===== config.mk =====
export PLATFORM = sky130hd
export DESIGN_NAME = interval_countdown
export DESIGN_NICKNAME = d
export VERILOG_FILES = /design/src/rtl/fitness_timer_pkg.sv /design/src/rtl/tick_prescaler.sv /design/src/rtl/interval_countdown.sv
export SDC_FILE = /design/constraint.sdc
export NUM_CORES = 1
export LEC_CHECK = 0
export ABC_AREA = 1
export CORE_UTILIZATION = 58
export CTS_CLUSTER_SIZE = 8
export DETAILED_ROUTE_END_ITERATION = 8
export PLACE_DENSITY = 0.8
export SLEW_MARGIN = 20
export SYNTH_ARGS = -nofsm -noshare
export SYNTH_HDL_FRONTEND = slang
export SYNTH_SLANG_ARGS = --single-unit
export TNS_END_PERCENT = 50

===== constraint.sdc =====
create_clock -name clk -period 2.45 [get_ports clk]
set_input_delay 0.245 -clock clk [delete_from_list [all_inputs] [get_ports clk]]
set_output_delay 0.245 -clock clk [all_outputs]
set_load 0.02 [all_outputs]

===== src/rtl/fitness_timer_pkg.sv =====
// Shared definitions for the fitness interval timer: phase encoding, FSM state type and
// the width used for all second counts.
package fitness_timer_pkg;

  localparam int unsigned SecW = 8;

  localparam logic [1:0] PhaseIdle = 2'd0;
  localparam logic [1:0] PhaseWork = 2'd1;
  localparam logic [1:0] PhaseRest = 2'd2;
  localparam logic [1:0] PhaseDone = 2'd3;

  // State values double as the externally visible phase code.
  typedef enum logic [1:0] {
    StIdle = PhaseIdle,
    StWork = PhaseWork,
    StRest = PhaseRest,
    StDone = PhaseDone
  } state_t;

endpackage


===== src/rtl/tick_prescaler.sv =====
// Divides clk down to a one-second tick. Counts 0..TICKS_PER_SEC-1 while enabled and
// holds its value while disabled, so a frozen countdown resumes mid-second.
module tick_prescaler #(
  parameter int unsigned TICKS_PER_SEC = 50_000_000
) (
  input  logic clk,
  input  logic rst,
  input  logic enable,
  output logic tick
);

  localparam int unsigned CntW = $clog2(TICKS_PER_SEC);
  localparam logic [CntW-1:0] Terminal = CntW'(TICKS_PER_SEC - 1);

  logic [CntW-1:0] cnt_q;

  // Tick is the terminal count of an enabled cycle.
  always_comb begin
    tick = enable && (cnt_q == Terminal);
  end

  // Count register, wrapping at the terminal count.
  always_ff @(posedge clk) begin
    if (rst) begin
      cnt_q <= '0;
    end else if (enable) begin
      cnt_q <= tick ? '0 : cnt_q + CntW'(1);
    end
  end

endmodule


===== src/rtl/interval_countdown.sv =====
// Interval (work/rest) countdown timer. Runs ROUNDS work phases of a latched length,
// separated by REST_SEC rest phases, with pause/resume and abort. All outputs registered.
module interval_countdown
  import fitness_timer_pkg::*;
#(
  parameter int unsigned TICKS_PER_SEC = 50_000_000,
  parameter int unsigned REST_SEC      = 10,
  parameter int unsigned ROUNDS        = 4
) (
  input  logic            clk,
  input  logic            rst,
  input  logic [SecW-1:0] duration_in,
  input  logic            start,
  input  logic            pause,
  input  logic            abort,
  output logic [SecW-1:0] remaining,
  output logic [1:0]      phase,
  output logic [3:0]      round_cnt,
  output logic            paused,
  output logic            beep
);

  localparam logic [SecW-1:0] RestLoad  = SecW'(REST_SEC);
  localparam logic [3:0]      RoundsMax = 4'(ROUNDS);

  state_t          state_q, state_d;
  logic [SecW-1:0] remaining_q, remaining_d;
  logic [SecW-1:0] work_len_q, work_len_d;
  logic [3:0]      round_q, round_d;
  logic            paused_q, paused_d;
  logic            beep_q, beep_d;

  logic running, start_go, presc_en, presc_rst, tick;

  // Prescaler control: the accepting cycle counts as the first cycle of the first second,
  // and abort clears any partial second so the next session starts clean.
  always_comb begin
    running   = ((state_q == StWork) || (state_q == StRest)) && !paused_q;
    start_go  = ((state_q == StIdle) || (state_q == StDone)) && start &&
                (duration_in != '0) && !abort;
    presc_en  = running || start_go;
    presc_rst = rst || abort;
  end

  tick_prescaler #(
    .TICKS_PER_SEC(TICKS_PER_SEC)
  ) u_prescaler (
    .clk   (clk),
    .rst   (presc_rst),
    .enable(presc_en),
    .tick  (tick)
  );

  // Next-state logic; priority is abort > pause > tick > start.
  always_comb begin
    state_d     = state_q;
    remaining_d = remaining_q;
    work_len_d  = work_len_q;
    round_d     = round_q;
    paused_d    = paused_q;
    beep_d      = 1'b0;
    if (abort) begin
      state_d     = StIdle;
      remaining_d = '0;
      round_d     = '0;
      paused_d    = 1'b0;
    end else begin
      case (state_q)
        StIdle, StDone: begin
          if (start_go) begin
            state_d     = StWork;
            work_len_d  = duration_in;
            remaining_d = duration_in;
            round_d     = 4'd1;
            paused_d    = 1'b0;
            beep_d      = 1'b1;
          end
        end
        StWork, StRest: begin
          if (pause) begin
            // A pause coinciding with a tick swallows that tick.
            paused_d = !paused_q;
          end else if (running && tick) begin
            if (remaining_q > 8'd1) begin
              remaining_d = remaining_q - 8'd1;
            end else begin
              beep_d = 1'b1;
              if (state_q == StRest) begin
                state_d     = StWork;
                round_d     = round_q + 4'd1;
                remaining_d = work_len_q;
              end else if (round_q == RoundsMax) begin
                state_d     = StDone;
                remaining_d = '0;
              end else begin
                state_d     = StRest;
                remaining_d = RestLoad;
              end
            end
          end
        end
        default: ;
      endcase
    end
  end

  // State and output registers.
  always_ff @(posedge clk) begin
    if (rst) begin
      state_q     <= StIdle;
      remaining_q <= '0;
      work_len_q  <= '0;
      round_q     <= '0;
      paused_q    <= 1'b0;
      beep_q      <= 1'b0;
    end else begin
      state_q     <= state_d;
      remaining_q <= remaining_d;
      work_len_q  <= work_len_d;
      round_q     <= round_d;
      paused_q    <= paused_d;
      beep_q      <= beep_d;
    end
  end

  assign remaining = remaining_q;
  assign phase     = state_q;
  assign round_cnt = round_q;
  assign paused    = paused_q;
  assign beep      = beep_q;

endmodule


==> results of run 1 <==
registers in the layout, summed over array words and instances, names as in the netlist:
signal / count
u_prescaler.cnt_q: 26
remaining: 8
work_len_q: 8
round_cnt: 4
phase: 2
beep: 1
paused: 1
cells in the final DEF, fill, tap and decap left out, types with 2 or more instances in the layout:
cell type	synthesis	routed
nand2_1	138	138
nor2_1	87	87
inv_1	57	57
dfxtp_1	50	50
nand3_1	30	30
clkdlybuf4s50_1	0	28
a21oi_1	27	27
nand4_1	20	20
o21ai_0	15	15
nor3_1	11	11
a211oi_1	8	8
xor2_1	7	7
nand2_2	7	7
nand3_2	6	6
ha_1	7	6
nor2_4	5	5
clkbuf_8	0	5
nor2_2	4	4
nand2_4	4	4
a21oi_2	3	3
buf_4	2	3
nand3b_1	2	2
inv_2	2	2
clkinv_1	2	2
xnor2_1	2	2
nor3_4	2	2
o21a_1	2	2
nor3_2	2	2
and3_1	2	2
clkbuf_1	2	2
layout make-up:
class                           count  area share (%)
Multi-Input combinational cell    397            53.9
Sequential cell                    50            26.5
Timing Repair Buffer               31            8.03
Inverter                           62            6.30
Tap cell                           72            2.39
Clock buffer                        7            2.02
Clock inverter                      1           0.796
how the worst min path moves through the flow:
stage | end | startpoint | cells after the start | slack (ps)
after detailed placement | work_len_q[3] | work_len_q[3] | 2 | 450
after CTS | work_len_q[3] | work_len_q[3] | 2 | 470
after global routing | work_len_q[1] | work_len_q[1] | 2 | 490
after global placement | work_len_q[1] | work_len_q[1] | 2 | 450
after floorplan | work_len_q[4] | duration_in[4] | 2 | 400
final | work_len_q[3] | work_len_q[3] | 2 | 460
metrics by stage:
stage               setup slack [ps]  utilization [%]  hold WS (ps)  std cells
detailed placement               260             66.1           454        612
global route                    45.7             68.1           491        620
finish                           329             68.1           463        620
floorplan                        582                -           403        519
CTS                              244             68.0           467        620
global placement                 386             66.1           448        612
power breakdown:
part | switching (mW) | leakage (nW) | internal (mW)
Combinational | 0.235 | 0.983 | 0.128
Clock | 0.280 | 0.0524 | 0.306
Sequential | 0.0196 | 0.406 | 0.836
kinds of logic (layout without fill, tap and decap cells):
| kind of cell | count (synthesis) | in the layout | share of synthesized area (%) |
|---|---|---|---|
| AOI/OAI and AO/OA | 57 | 57 | 10.2 |
| buffers and inverters | 72 | 101 | 9.08 |
| and+or+nand+nor | 324 | 324 | 45.7 |
| adders and majority gates | 7 | 7 | 2.63 |
| xor gates and xnor gates | 9 | 9 | 2.36 |
| DFF | 50 | 50 | 30.0 |
routing by layer:
| layer | share of wire (%) | wire length [um] |
|---|---|---|
| met2 | 43 | 3520 |
| met3 | 6.5 | 534 |
| met4 | 1.6 | 132 |
| met5 | 0 | 0 |
| met1 | 49 | 4020 |
worst reg2reg max path, cell delays in order (launching register included):
cell and delay (ps):
dfxtp_1 370, inv_1 70, ha_2 430, nand3b_1 140
o21bai_4 210, nand2_4 260, inv_2 240, o21a_1 240
nor2_1 90
==> flow_metrics.py, run 1 <==
metrics = {
    "final_layout": {
        "regArea_um2": 1000,
        "fillers": 496,
        "area_growth_pct": 13.1,
        "num-nets-final": 567,
        "diodes": 0,
        "multi_input_area_um2": 2030,
        "drive_gt1_share_pct": 9.12,
        "postLayoutCellArea_um2": 3770,
    },
    "cts": {
        "hold_buffers": 0,
        "clk_pin_slew_ps": 90,
        "cts_tree": "done",
        "post-cts-setup-buffers": 0,
        "cts_made_buffers": 5,
        "cts_resized": 0,
        "clock-root-buffer": "clkbuf_8",
        "clock_path_buffers": 2,
        "clock-sinks": 50,
        "htreeDepth": 2,
        "clock_latency_ps": 310,
    },
    "outcome": {
        "outcome": "complete, no violations",
    },
    "routing": {
        "vias": 3391,
        "via_per_inst": 5.47,
        "drt_pre_antenna_iters": 7,
        "wire_per_inst_um": 13.2,
        "postRouteAntennaNets": 0,
        "wl_mm": 8.21,
        "drt-initial-drc-count": 319,
        "drc": 0,
    },
    "logic_synthesis": {
        "synthCells": 519,
        "seq_area_frac_synth_pct": 30.0,
        "async_flop_share_pct": 0,
        "synthFlopType": "dfxtp_1",
        "avgSynthCellArea_um2": 6.42,
        "synth_most_common_cell": "nand2_1",
        "synthTopCellsByCount": "nand2_1 (138), nor2_1 (87), inv_1 (57)",
        "synth-edff-count": 0,
        "synthTopCellsByArea": "dfxtp_1 (30%), nand2_1 (16%), nor2_1 (9.8%), inv_1 (6.4%), nand3_1 (4.5%)",
        "synth_cell_type_count": 37,
        "synth.top_cell.area_share_pct": 30.0,
        "synth_area_um2": 3330,
        "syn_nets": 539,
        "ys_ff_latch": 50,
        "yosysWarningCount": 0,
        "yosys.area.top_type": "dfxtp_1",
    },
    "critical_path": {
        "r2r_start": "phase[0]",
        "cp-startpoint": "phase[0]",
        "reg2reg_slack_ps": 330,
        "r2r_cells": 8,
        "arrival_ps": 2350,
        "cp_num_buf_inv": 2,
        "path_cells": "inv_1 > ha_2 > nand3b_1 > o21bai_4 > nand2_4 > inv_2 > o21a_1 > nor2_1",
        "start_kind": "flop",
        "slowest_stage": "ha_2",
        "critical_path_class": "flop to flop",
        "endpoint_kind": "flop",
        "worst-path-stages": 8,
        "reg2reg_to": "u_prescaler.cnt_q[11]",
        "crit_required_ps": 2680,
        "endpoint": "u_prescaler.cnt_q[11]",
        "cp_max_fo": 27,
        "slowest_delay_ps": 430,
        "cp_top_family": "simple AND/OR/NAND/NOR gates",
    },
    "sta": {
        "hold_viol_final": 0,
        "period_share_pct": 86.6,
        "fmaxAchievable_mhz": 472,
        "rsz0062_at_grt": "no",
        "slew_headroom_pct": 59.4,
        "period_minus_slack_ps": 2120,
        "setup_viol": 0,
        "fin_tns_setup_ps": 0,
        "slew_viol_final": 0,
        "tightest_slew_ps": 605,
        "skew_ps": 9.95,
    },
    "die": {
        "ios": 29,
        "start_util_pct": 60.2,
        "core_um2": 5540,
        "die_h_um": 77.8,
        "die_w_um": 77.8,
        "die_area_um2": 6060,
        "placement_rows": 27,
    },
    "grt": {
        "overflow": 0,
        "grt_pass1_wl_mm": 14.2,
        "grtUsageMet1_pct": 42.5,
        "grt_pass1_vias": 3045,
        "grt.busiest_layer": "met2",
        "track_usage_pct": 29.4,
        "grt_antenna_before_repair": 0,
        "grt_util_met3_pct": 4.94,
        "grt_start_max_net_pins": 28,
        "global_route.usage.met2_pct": 43.8,
    },
    "place": {
        "dp_hpwl_mm": 6.17,
        "placed_area_um2": 3660,
        "port_buffers": 28,
        "gp_congestion": 0.940,
    },
    "power": {
        "power_mw": 1.80,
        "powerDensity_nw_per_um2": 478,
        "vdd_drop_max_mv": 0.281,
        "power_leakage_nw": 1.44,
    },
    "flow_run": {
        "drv_cap": 0,
    },
    "hold_path": {
        "min_path_type": "flop to flop",
    },
}
(Power assumes the default switching activity.)
==> inputs of run 2 (changes only) <==
Settings changed: CORE_UTILIZATION 58 to 63, PLACE_DENSITY 0.8 to 0.86.
Clock period 2.45 ns to 2.75 ns, I/O delays scaled along.
==> run 2 against run 1 <==
Cell area fell by 0.33%. Global-route usage up 1.6 points. Combinational power is 10% lower. Sequential cell count unchanged. Critical endpoint is now u_prescaler.cnt_q[12]. Sequential power shrank 11%.
==> flow_metrics.py, run 2 (synthesis results as in run 1) <==
metrics = {
    "critical_path": {
        "crit_required_ps": 2970,
        "reg2reg_slack_ps": 710,
        "critical_path_class": "flop to flop",
        "worst-path-stages": 11,
        "cp_max_fo": 15,
        "arrival_ps": 2260,
        "reg2reg_to": "u_prescaler.cnt_q[12]",
        "slowest_stage": "ha_1",
        "slowest_delay_ps": 430,
        "path_cells": "inv_1 > ha_1 > nand3b_1 > o21bai_4 > nand2_4 > buf_4 > nand2_1 > inv_1 > nand3_1 > nand2_1 > a21oi_2",
        "endpoint": "u_prescaler.cnt_q[12]",
        "cp-startpoint": "phase[0]",
        "cp_num_buf_inv": 3,
        "r2r_start": "phase[0]",
        "start_kind": "flop",
        "endpoint_kind": "flop",
        "cp_top_family": "simple AND/OR/NAND/NOR gates",
        "r2r_cells": 11,
    },
    "grt": {
        "grt_pass1_vias": 2892,
        "grt_antenna_before_repair": 0,
        "overflow": 0,
        "grt_start_max_net_pins": 22,
        "track_usage_pct": 31.1,
        "grt_pass1_wl_mm": 13.3,
    },
    "power": {
        "power_mw": 1.55,
        "power_switching_mw": 0.482,
        "clockPowerShare_pct": 29.7,
        "power_leakage_nw": 1.44,
        "comb_power_share_pct": 21.0,
        "powerDensity_nw_per_um2": 411,
        "p_sw_share_pct": 31.2,
        "vdd_drop_max_mv": 0.292,
        "seqPwrFrac_pct": 49.3,
        "intPower_mw": 1.06,
    },
    "place": {
        "dp_hpwl_mm": 6.26,
        "port_buffers": 28,
        "gp_congestion": 0.980,
    },
    "routing": {
        "drt-initial-drc-count": 312,
        "via_per_inst": 5.50,
        "postRouteAntennaNets": 0,
        "vias": 3402,
        "drc": 0,
        "wire_per_inst_um": 13.3,
        "drt_pre_antenna_iters": 7,
        "wl_mm": 8.21,
    },
    "sta": {
        "period_share_pct": 74.2,
        "slew_headroom_pct": 59.4,
        "skew_ps": 6.56,
        "fmaxAchievable_mhz": 490,
        "tightest_slew_ps": 605,
        "rsz0062_at_grt": "no",
        "worst_hold_slack_ps": 469,
        "hold_viol_final": 0,
        "slew_viol_final": 0,
        "period_minus_slack_ps": 2040,
        "setup_viol": 0,
        "fin_tns_setup_ps": 0,
    },
    "die": {
        "die_h_um": 74.8,
        "start_util_pct": 65.3,
        "die_w_um": 74.8,
        "die_area_um2": 5590,
        "core_um2": 5110,
        "ios": 29,
        "placement_rows": 26,
    },
    "cts": {
        "cts_resized": 0,
        "clock-sinks": 50,
        "post-cts-setup-buffers": 0,
        "cts_tree": "done",
        "cts_made_buffers": 5,
        "hold_buffers": 0,
        "clock_path_buffers": 2,
        "clock_latency_ps": 310,
        "clk_pin_slew_ps": 90,
        "htreeDepth": 2,
        "clock-root-buffer": "clkbuf_8",
    },
    "hold_path": {
        "hold_path_depth": 2,
        "min_path_type": "flop to flop",
    },
    "final_layout": {
        "num-nets-final": 568,
        "fillers": 466,
        "largest_reg_flops": 26,
        "top_register": "u_prescaler.cnt_q",
        "final_common_cell": "nand2_1",
        "diodes": 0,
        "regArea_um2": 1000,
        "final_cell_mix": "nand2_1 (138), nor2_1 (87), inv_1 (57), dfxtp_1 (50), nand3_1 (30)",
        "area_growth_pct": 12.7,
        "multi_input_area_um2": 2030,
        "drive_gt1_share_pct": 9.29,
    },
    "outcome": {
        "outcome": "complete, no violations",
    },
    "flow_run": {
        "drv_cap": 0,
    },
}
-- run 2: cell types whose count changed in the layout (fill, tap and decap cells not counted) --
cell | before | now
ha_2 | 1 | 0
clkbuf_1 | 2 | 1
bufinv_16 | 1 | 0
ha_1 | 6 | 7
clkinv_2 | 0 | 1
clkbuf_8 | 5 | 6
buf_4 | 3 | 4
-- run 2: final cells by class --
cell class | instances | area share, %
sequential | 50 | 26.6
clock buffer | 7 | 2.30
multi-input combinational | 397 | 54.0
tap | 70 | 2.33
timing repair buffer | 32 | 8.26
inverter | 62 | 6.32
clock inverter | 1 | 0.133
-- run 2: how the worst min path moves through the flow --
stage / slack, ps / start / end
2_1_floorplan: 430 / duration_in[4] / work_len_q[4]
3_5_place_dp: 450 / work_len_q[3] / work_len_q[3]
3_3_place_gp: 450 / work_len_q[3] / work_len_q[3]
4_1_cts: 470 / work_len_q[3] / work_len_q[3]
6_report: 470 / work_len_q[3] / work_len_q[3]
5_1_grt: 500 / work_len_q[5] / work_len_q[5]
-- run 2: worst min-delay path: stages (launching register included) --
cell and delay, ps:
dfxtp_1 310, inv_1 60, a211oi_1 60
-- run 2: power groups by stage --
stage	Sequential (mW)	Combinational, mW	Clock (mW)
final	0.762	0.325	0.459
after global routing	0.765	0.360	0.496
after CTS	0.762	0.322	0.464
after detailed placement	0.778	0.319	0
after global placement	0.777	0.315	0
after floorplan	0.788	0.220	0
-- run 2: metrics by stage --
step	setup slack [ps]	utilization (%)	std cells	instance area [um^2]
final	710	73.6	619	3760
after global routing	508	73.6	619	3760
after global placement	775	71.8	611	3670
after floorplan	882	-	519	3330
after detailed placement	726	71.8	611	3670
after CTS	717	73.6	619	3760
-- run 2: layer usage --
metal	vias to the layer above	global-route usage [%]	wire, um	share of wire (%)
met4	0	9.64	122	1.5
met5	-	0	0	0
li1	1723	-	-	-
met3	16	5.49	617	7.5
met2	136	47.7	3670	45
met1	1527	44.3	3800	46
==> RTL edit 1, RTL diff (flow settings as in run 1) <==
Put one more register stage on the output `round_cnt`, with the module's reset. The value now appears one clock later. The other outputs are not delayed to match.
--- a/src/rtl/interval_countdown.sv
+++ b/src/rtl/interval_countdown.sv
@@ -127,3 +127,9 @@
   assign phase     = state_q;
-  assign round_cnt = round_q;
+  always_ff @(posedge clk) begin
+    if (rst) begin
+      round_cnt <= '0;
+    end else begin
+      round_cnt <= round_q;
+    end
+  end
   assign paused    = paused_q;
Behaviour: not the same (Yosys sat finds a counterexample within 4 cycles, from zero or initial values and one cycle with rst high).
==> RTL edit 1 against run 1 <==
- setup slack worse by 0.0071 ns
- critical path type unchanged
- largest cell class unchanged
- total power fell by 4.4%
- synthesized area shrank 3.6%
- routed wire length is 1.8% lower
- design area is 3.2% lower
- die area is 3.5% lower
- sequential power up 6.9%
- sequential cell count increased by 4
==> RTL edit 1: results (changes against run 1) <==
- Final HPWL DP: 6128 um (-0.65%)
- HP Class: reg2reg
- DR WL/cell: 13.40 um (+1.2%)
- # nets final: 551 (-2.8%)
- Worst-path fanout max: 15 (-44%)
- Antenna cells: 0 (unchanged)
- Top cells by count, synth: 127 x nand2_1, 89 x nor2_1, 55 x inv_1, 54 x dfxtp_1, 37 x a21oi_1
- H-Tree Depth: 2 (unchanged)
- GR Util All Layers: 28.99% (-0.45 points)
- Worst clock skew: 0.007533 ns (-0.002416 ns)
- Placer Congestion: 0.9823 (+4.5%)
- Largest net degree at the start of global routing: 17 (-39%)
- Max rail drop VDD: 395.5 uV (+41%)
- FILL cells: 491 (-1.0%)
- Clock transition at path regs: 0.09 ns (about the same)
- Root Buffer: clkbuf_8
- Synth warn: 0 (unchanged)
- Leakage: 1.404 nW (-2.6%)
- First-pass GRT wire length: 13,700 um (-3.2%)
- Initial DRC count: 215 (-33%)
- First-pass DRT Iterations: 5 (-2)
- Outcome: completed
- Share of cells above drive strength 1: 6.767% (-2.4 points)
- Synth unique cells: 39 (+5.4%)
- CP arrival: 2.34 ns
- Vias in the first global route: 3,074 (+0.95%)
- Post-synthesis sequential area ratio: 33.64% (+3.6 points)
- Via count: 3,298 (-2.7%)
- Max Root-Sink Buffers: 2 (unchanged)
- Post-CTS setup repair buffer count: 0 (unchanged)
- Cts bufs inserted: 5 (unchanged)
- Port bufs: 28 (unchanged)
- Syn nets: 522 (-3.2%)
- Dpl cell area: 3550 um^2 (-3.1%)
- Max reg flops: 26 (unchanged)
- Post-CTS sizing: 0 (unchanged)
- Synth async-reset ratio: 0% (unchanged)
- Top cells by area, synth: dfxtp_1 34%, nand2_1 15%, nor2_1 10%
- Number of synthesized flops with an enable pin: 0 (unchanged)
- Leading register cell type out of synthesis: dfxtp_1
- Clock latency at the later pin of the worst-skew pair: 0.31 ns (about the same)
- Biggest register: u_prescaler.cnt_q
- Initial antenna violation count: 0 (unchanged)
- Relative slew slack: 64.24% (+4.8 points)
- ANT nets after route: 0 (unchanged)
RTL edit 1: cell count changes in the layout (fill, tap and decap cells not counted), sizes merged, moves of 4 or more:
cell	change
a211oi	-4
a21oi	+8
dfxtp	+4
nand2	-18
nor3	-5
o21ai	+6
RTL edit 1: cells by family (layout without fill, tap and decap cells):
logic type	after synthesis	count (layout)	share of synthesized area, %
fa+ha+maj	7	7	2.726
buf+inv	70	100	9.151
xor+xnor	5	5	1.363
simple gates	296	296	40.81
flops	54	54	33.64
compound gates	70	70	12.31
RTL edit 1: through the flow:
| stage | cells | setup WS (ns) |
|---|---|---|
| 4_1_cts | 602 | 0.2918 |
| 2_1_floorplan | 502 | 0.5946 |
| 3_5_place_dp | 594 | 0.2136 |
| 5_1_grt | 602 | 0.09141 |
| 3_3_place_gp | 594 | 0.3105 |
| 6_report | 602 | 0.3222 |
RTL edit 1: layout make-up:
type / count / area [um^2] / area share, %
clock inverter: 2 / 12.51 / 0.3428
tap: 70 / 87.58 / 2.400
clock buffer: 6 / 82.58 / 2.263
inverter: 58 / 217.7 / 5.965
sequential: 54 / 1081 / 29.62
timing repair buffer: 34 / 325.3 / 8.913
multi-input combinational: 378 / 1843 / 50.50
RTL edit 1: power breakdown:
group	switching, mW	internal (mW)	leakage (nW)	total [mW]
sequential	0.0159	0.898	0.437	0.914
combinational	0.180	0.103	0.919	0.284
clock	0.300	0.228	0.0472	0.528
total	0.496	1.23	1.40	1.72
RTL edit 1: routing by layer:
layer	track usage, %	vias to the layer above	routed length (um)
li1	-	1679	-
met1	33.96	1480	3377
met2	51.62	113	4022
met3	4.311	26	396
met4	13.65	0	269
met5	0	-	0
RTL edit 1: worst max-delay path: stages, from the launching register on:
cell,delay [ns]
dfxtp_1,0.39
inv_1,0.06
ha_1,0.35
nand2_1,0.09
nor2_2,0.13
o21ai_4,0.15
nand2_4,0.19
nand2_1,0.10
nor2_1,0.25
nand2_1,0.12
o21ai_1,0.13
a21oi_1,0.05
RTL edit 1: worst paths after layout:
path / slack (ns) / cells after the start / startpoint / end
worst max-delay path: 0.32 / 11 / phase[0]$_SDFFE_PP0P_ / u_prescaler.cnt_q[10]$_SDFFE_PP0P_
worst min-delay path: 0.47 / 2 / work_len_q[2]$_SDFFE_PP0P_ / work_len_q[2]$_SDFFE_PP0P_
worst max register to register: 0.32 / 11 / phase[0]$_SDFFE_PP0P_ / u_prescaler.cnt_q[10]$_SDFFE_PP0P_
worst min register to register: 0.47 / 2 / work_len_q[2]$_SDFFE_PP0P_ / work_len_q[2]$_SDFFE_PP0P_
==> RTL edit 2, RTL diff (config.mk and constraints of run 1) <==
Made on the original files. `TICKS_PER_SEC` is set to 50_000_000 in 2 places; all go to 25_000_000.
--- a/src/rtl/tick_prescaler.sv
+++ b/src/rtl/tick_prescaler.sv
@@ -3,3 +3,3 @@
 module tick_prescaler #(
-  parameter int unsigned TICKS_PER_SEC = 50_000_000
+  parameter int unsigned TICKS_PER_SEC = 25_000_000
 ) (
--- a/src/rtl/interval_countdown.sv
+++ b/src/rtl/interval_countdown.sv
@@ -5,3 +5,3 @@
 #(
-  parameter int unsigned TICKS_PER_SEC = 50_000_000,
+  parameter int unsigned TICKS_PER_SEC = 25_000_000,
   parameter int unsigned REST_SEC      = 10,
Function: same outputs for any inputs over 10 cycles, from zero or initial values and one cycle with rst high; that may be too few to reach the edited logic, so the function may still have changed.
==> RTL edit 2 against run 1 <==
- sequential cell count shrank 1
- total power shrank 8.5%
- die area shrank 3.8%
- routed wire length grew 1.4%
- synthesized cell count shrank 2.1%
- synthesized area shrank 3.9%
- fmax shrank 1.4%
- design area shrank 3.7%
- critical path depth grew 2
- setup slack lost 0.030 ns
- highest routed layer unchanged
==> RTL edit 2: results (changes against run 1) <==
- Outcome: completed
- Max reg flops: 25 (-3.8%)
- Clock latency at the later pin of the worst-skew pair: 0.31 ns (about the same)
- Port bufs: 28 (unchanged)
- Final HPWL DP: 6241 um (+1.2%)
- Initial antenna violation count: 0 (unchanged)
- Post-CTS sizing: 0 (unchanged)
- Antenna cells: 0 (unchanged)
- Cell Count Post-Placement: 601 (-1.8%)
- GR Util All Layers: 29.63% (+0.19 points)
- H-Tree Depth: 2 (unchanged)
- Worst-path fanout max: 18 (-33%)
- Max rail drop VDD: 398.6 uV (+42%)
- Final WL: 8328 um (+1.4%)
- First-pass GRT wire length: 13,860 um (-2.0%)
- # nets final: 558 (-1.6%)
- DR WL/cell: 13.67 um (+3.3%)
- CP arrival: 2.41 ns (+0.06 ns)
- Place WS: 0.3639 ns (+0.1038 ns)
- Vias in the first global route: 3,091 (+1.5%)
- First-pass DRT Iterations: 5 (-2)
- Root Buffer: clkbuf_8
- Worst-margin pin slew: 0.6990 ns (+0.09425 ns)
- Largest net degree at the start of global routing: 19 (-32%)
- Biggest register: u_prescaler.cnt_q
- Post-CTS setup repair buffer count: 0 (unchanged)
- Dpl cell area: 3548 um^2 (-3.1%)
- Cts bufs inserted: 5 (unchanged)
- Final worst slack: 0.2994 ns (-0.02993 ns)
- Synthesized area per cell: 6.305 um^2 (-1.9%)
- Top cells by area, synth: dfxtp_1 31%, nand2_1 16%, nor2_1 9.7%
- Fin Hold WS: 0.4698 ns (+0.006430 ns)
- Initial DRC count: 214 (-33%)
- HP Class: reg2reg
- Synth unique cells: 38 (+2.7%)
- Placer Congestion: 0.9232 (-1.8%)
- Syn nets: 528 (-2.0%)
- Via density per instance: 5.583 (+2.1%)
- Max Root-Sink Buffers: 2 (unchanged)
- Synth warn: 0 (unchanged)
- Share of cells above drive strength 1: 7.978% (-1.1 points)
- Top cells by count, synth: 135 x nand2_1, 83 x nor2_1, 60 x inv_1, 49 x dfxtp_1, 29 x nand3_1
- Post-synthesis sequential area ratio: 30.62% (+0.61 points)
- Worst clock skew: 0.009361 ns (-0.0005878 ns)
- Clock transition at path regs: 0.10 ns
- Synth async-reset ratio: 0% (unchanged)
- Leakage: 1.364 nW (-5.4%)
## RTL edit 2: cells by family (layout without fill, tap and decap cells)
| logic type | Yosys count | count (layout) | synth area share (%) |
|---|---|---|---|
| AND/OR/NAND/NOR | 315 | 315 | 44.84 |
| buffers and inverters | 75 | 106 | 10.00 |
| AO/OA/AOI/OAI | 56 | 56 | 10.16 |
| flip-flops | 49 | 49 | 30.62 |
| adder cells (fa/ha/maj) | 7 | 7 | 2.734 |
| XOR/XNOR | 6 | 6 | 1.641 |
## RTL edit 2: final timing paths
| kind | depth (start not counted) | startpoint | endpoint |
|---|---|---|---|
| min reg2reg | 2 | work_len_q[1]$_SDFFE_PP0P_ | work_len_q[1]$_SDFFE_PP0P_ |
| max | 10 | phase[0]$_SDFFE_PP0P_ | u_prescaler.cnt_q[7]$_SDFFE_PP0P_ |
| min | 2 | work_len_q[1]$_SDFFE_PP0P_ | work_len_q[1]$_SDFFE_PP0P_ |
| max reg2reg | 10 | phase[0]$_SDFFE_PP0P_ | u_prescaler.cnt_q[7]$_SDFFE_PP0P_ |
## RTL edit 2: where the power goes
part	total, mW	switching, mW	internal [mW]
logic	0.332	0.211	0.121
clock network	0.482	0.284	0.199
registers	0.836	0.0184	0.817
total	1.65	0.513	1.14
## RTL edit 2: per-layer routing
layer  vias to the layer above  share of wire [%]  wire length (um)  track usage, %
met1                      1508                 42              3521           35.78
met4                         0                4.0               329           15.38
li1                       1702                  -                 -               -
met2                       147                 47              3951           50.90
met5                         -                  0                 0               0
met3                        43                6.3               525           4.311
## RTL edit 2: layout make-up
type	instances	area (um^2)
Tap cell	70	87.58
Timing Repair Buffer	34	325.3
Sequential cell	49	980.9
Fill cell	469	1574
Inverter	64	252.7
Clock inverter	2	10.01
Multi-Input combinational cell	384	1902
Clock buffer	6	72.57
## RTL edit 2: critical path, cell delays in order, from the launching register on
cell and delay [ns]:
dfxtp_1 0.39, inv_1 0.06, ha_1 0.43, nand3b_1 0.14, o21bai_1 0.21, nand2_1 0.14
buf_4 0.25, nand2_1 0.13, o21ai_0 0.20, nand2_1 0.07, nor2_1 0.07
